--- src/rtl/ram.sv ---
// Register-file RAM: one synchronous write port (writes every cycle) and two
// asynchronous read ports. Define RAM_BYPASS_EN for write-through forwarding.
module ram #(
  parameter int ADDR_W = 4,
  parameter int DATA_W = 1,
  parameter int DEPTH  = 16
) (
  input  logic              clk,
  input  logic              rst_n,
  input  logic [ADDR_W-1:0] address_a,
  input  logic [ADDR_W-1:0] address_b,
  input  logic [ADDR_W-1:0] dest,
  input  logic [DATA_W-1:0] data,
  output logic [DATA_W-1:0] out_a,
  output logic [DATA_W-1:0] out_b
);

  logic [DATA_W-1:0] mem_q [DEPTH];
  logic [DATA_W-1:0] mem_d [DEPTH];
  logic              wr_hit;

  // Addresses beyond the implemented depth neither write nor read storage.
  assign wr_hit = 32'(dest) < 32'(DEPTH);

  always_comb begin
    // NOTE: start from the current contents so every entry is assigned on every path; no latch is inferred.
    mem_d = mem_q;
    for (int i = 0; i < DEPTH; i++) begin
      if (wr_hit && (32'(dest) == 32'(i))) begin
        mem_d[i] = data;
      end
    end
  end

  // NOTE: the storage array is reset here because the datapath relies on all-zero contents after reset; non-blocking updates only.
  always_ff @(posedge clk) begin
    if (!rst_n) begin
      mem_q <= '{default: '0};
    end else begin
      mem_q <= mem_d;
    end
  end

  always_comb begin
    out_a = '0;
    out_b = '0;
    for (int i = 0; i < DEPTH; i++) begin
      if (32'(address_a) == 32'(i)) out_a = mem_q[i];
      if (32'(address_b) == 32'(i)) out_b = mem_q[i];
    end
`ifdef RAM_BYPASS_EN
    // Forward the in-flight write so a same-cycle read sees the new value.
    if (rst_n && wr_hit && (address_a == dest)) out_a = data;
    if (rst_n && wr_hit && (address_b == dest)) out_b = data;
`endif
  end

endmodule

--- config.mk ---
export PLATFORM = sky130hd
export DESIGN_NAME = ram
export DESIGN_NICKNAME = d
export VERILOG_FILES = /design/src/rtl/ram.sv
export SDC_FILE = /design/constraint.sdc
export NUM_CORES = 1
export LEC_CHECK = 0
export CORE_AREA = 4 4 51 53
export CTS_BUF_LIST = sky130_fd_sc_hd__clkbuf_4 sky130_fd_sc_hd__clkbuf_8
export CTS_CLUSTER_SIZE = 28
export DETAILED_ROUTE_END_ITERATION = 8
export DIE_AREA = 0 0 55 57
export GPL_ROUTABILITY_DRIVEN = 0
export PLACE_DENSITY = 0.7
export SLEW_MARGIN = 20
export SYNTH_ARGS = -nofsm -noshare
export SYNTH_HDL_FRONTEND = slang
export SYNTH_SLANG_ARGS = --single-unit
--- constraint.sdc ---
create_clock -name clk -period 1.3 [get_ports clk]
set_input_delay 0.195 -clock clk [delete_from_list [all_inputs] [get_ports clk]]
set_output_delay 0.195 -clock clk [all_outputs]
set_load 0.01 [all_outputs]
==> out/results.ini <==
[hold_path]
hp-class = input pin to flop

[floorplan]
die_y_um = 57
fp.dieW_um = 55
dieArea_um2 = 3140
fp-row-count = 17
ios = 17
initial_core_util_pct = 45.7
placeableCoreArea_um2 = 2150

[worst_setup_path]
critical_path.cell_chain = buf_6, mux4_2, a211oi_2, a31oi_2, buf_2
slowest_stage = mux4_2
crit_path_start_kind = flop
slowest_delay_ps = 450
cp-end-kind = primary output
critPathKind = flop to primary output
startpoint = mem_q[11]
crit_fanout = 3
critical-path-top-delay-family = multiplexers
cp.arrival_ps = 1590
worstPathBufferInverterCount = 2
endpoint = out_b
rr_startpoint = mem_q[9]
r2r-end = mem_q[9]
r2r_slack_ps = 440
reg2reg_depth = 4
cp.depth = 5
cp_data_required_time_ps = 1110

[cts]
hold_buffers = 0
ctsRootBufferMaster = clkbuf_4
cts_tree = built
cts_made_buffers = 3
clock_path_buffers = 2
clock-sinks = 16
clkTransAtPathRegs_ps = 90
htreeDepth = 1
worst_skew_pair.late_latency_ps = 280

[timing]
fin_ws_ps = -490
setup_viol = 2
slew_violations = 0
holdWs_ps = 524
slew_headroom_pct = 67.5
clock_skew_ps = 0
min_period_ps = 1790
max_freq_mhz = 559
worst_pin_slew_ps = 486
fin_crit_sh_pct = 138
grt_setup_unrepaired = true
totalNegativeSetupSlack_ps = -936
hold_viol = 0

[layout]
largest_reg_flops = 16
final_cell_area_um2 = 1440
largest_register = mem_q
syn_to_final_growth_pct = 46.1
drive_above_1_share_pct = 39.6
n_antenna_cell = 0
top_regs = mem_q (16)
postLayoutCoreUtil_pct = 66.8
fin_nets = 156

[run_status]
status = finished, violations left
violations = negative setup slack

[pwr]
switchingPower_uw = 258
p_int_uw = 739
p_leak_uw = 0.000551
p_clk_share_pct = 25.7
p_per_area_nw_per_um2 = 695
p_sw_share_pct = 25.9
ir_drop_mv = 0.563
p_total_uw = 998
pwr-share-comb_pct = 23.2
pwr-share-seq_pct = 51.1

[global_routing]
grtUsageTotal_pct = 18.2
grt_pass1_wl_um = 4130
grt_pass1_vias = 929
antenna_found_initial = 0
grt_max_degree = 17
gr-total-overflow = 0

[synthesis]
seq_area_frac_synth_pct = 32.6
yosys_register_bits = 16
synth.cell_area_um2 = 982
postSynthNetCount = 112
netlist_instances = 97
ys_types = 21
syn_area_per_cell_um2 = 10.1
yosysWarnings = 0

[routing]
route.detailed.drc = 0
wl_um = 2550
ant_nets = 0
via_per_inst = 5.26
vias = 878
first_iter_violations = 24
post_drt_wl_per_cell_um = 15.3
drtPass1Iterations = 4

[place]
hpwl_um = 1960
portBuffers = 16
placed_area_um2 = 1370

[job]
drv_cap = 0

routing by layer:
layer | vias to the layer above | share of wire [%] | GRT usage [%] | wire length (um)
met5 | - | 0 | 0 | 0
met4 | 0 | 0.86 | 5.56 | 22
met3 | 2 | 4.4 | 4.18 | 111
met2 | 24 | 50 | 30.7 | 1280
met1 | 418 | 44 | 22.3 | 1140
li1 | 434 | - | - | -
timing repair:
action,CTS,global route
buffers inserted,2,0
pin swaps,2,1
gates resized for setup,25,7
endpoints found under the setup margin,4,10
cells in the mapped netlist:
cell / number / area [um2]
mux4_1: 2 / 52.6
nor2b_1: 15 / 93.8
a21oi_1: 1 / 5.00
o21ai_1: 1 / 5.00
nor4_1: 1 / 6.26
o21ai_0: 3 / 15.0
nand2_1: 5 / 18.8
clkbuf_1: 1 / 3.75
nand3b_1: 1 / 7.51
buf_2: 1 / 5.00
mux4_2: 4 / 90.1
a21boi_1: 1 / 7.51
nand2b_1: 4 / 25.0
a211oi_2: 2 / 25.0
buf_1: 1 / 3.75
nor2b_4: 2 / 27.5
mux2i_1: 20 / 200
nor2_1: 9 / 33.8
a31oi_1: 1 / 6.26
dfxtp_1: 16 / 320
nor3_1: 6 / 30.0
area by class of cell:
| class | instances | area (um2) |
|---|---|---|
| Multi-Input combinational cell | 78 | 687 |
| Sequential cell | 16 | 327 |
| Fill cell | 171 | 713 |
| Timing Repair Buffer | 42 | 364 |
| Clock buffer | 3 | 22.5 |
| Tap cell | 28 | 35.0 |
worst register-to-register path: stages (launching register included):
cell and delay [ps]:
dfxtp_2 340, buf_4 130, buf_4 120, mux2i_1 120
nor2b_1 60
cells in the final DEF (no fill, tap or decap), drive strengths merged:
master	netlist	routed
a211oi	2	2
a21boi	1	1
nor4	1	1
nor2	9	9
nand3b	1	1
nor2b	17	17
nor3	6	6
nand2b	4	4
mux4	6	6
clkbuf	1	3
nand2	5	5
a31oi	1	1
clkdlybuf4s50	0	7
buf	2	28
mux2i	20	20
o21ai	4	4
dlymetal6s2s	0	3
dfxtp	16	16
dlygate4sd2	0	4
a21oi	1	1
how the worst min path moves through the flow:
| stage | from | endpoint | slack [ps] | cells after the start |
|---|---|---|---|---|
| finish | dest[0] | mem_q[6] | 520 | 5 |
| global route | dest[0] | mem_q[10] | 550 | 5 |
| CTS | mem_q[4] | mem_q[4] | 550 | 2 |
| detailed placement | mem_q[7] | mem_q[7] | 550 | 2 |
| global placement | mem_q[5] | mem_q[5] | 540 | 2 |
| floorplan | rst_n | mem_q[1] | 320 | 1 |
power by group through the flow:
stage,clock [uW],sequential (uW),combinational (uW)
floorplan,0,517,90.8
global placement,0,519,221
detailed placement,0,521,226
CTS,263,510,226
global route,288,511,250
finish,256,510,232
through the flow:
step                worst slack (ps)  cells
detailed placement             -1010    162
global placement                -996    162
floorplan                      0.986     97
global route                    -525    167
finish                          -490    167
CTS                             -499    167
cell families after synthesis:
family,after synthesis,share of synthesized area (%)
compound gates,9,6.50
buf+inv,3,1.27
flops,16,32.6
mux,26,34.9
simple gates,43,24.7
Note: power is estimated with default switching activity, not from simulation.
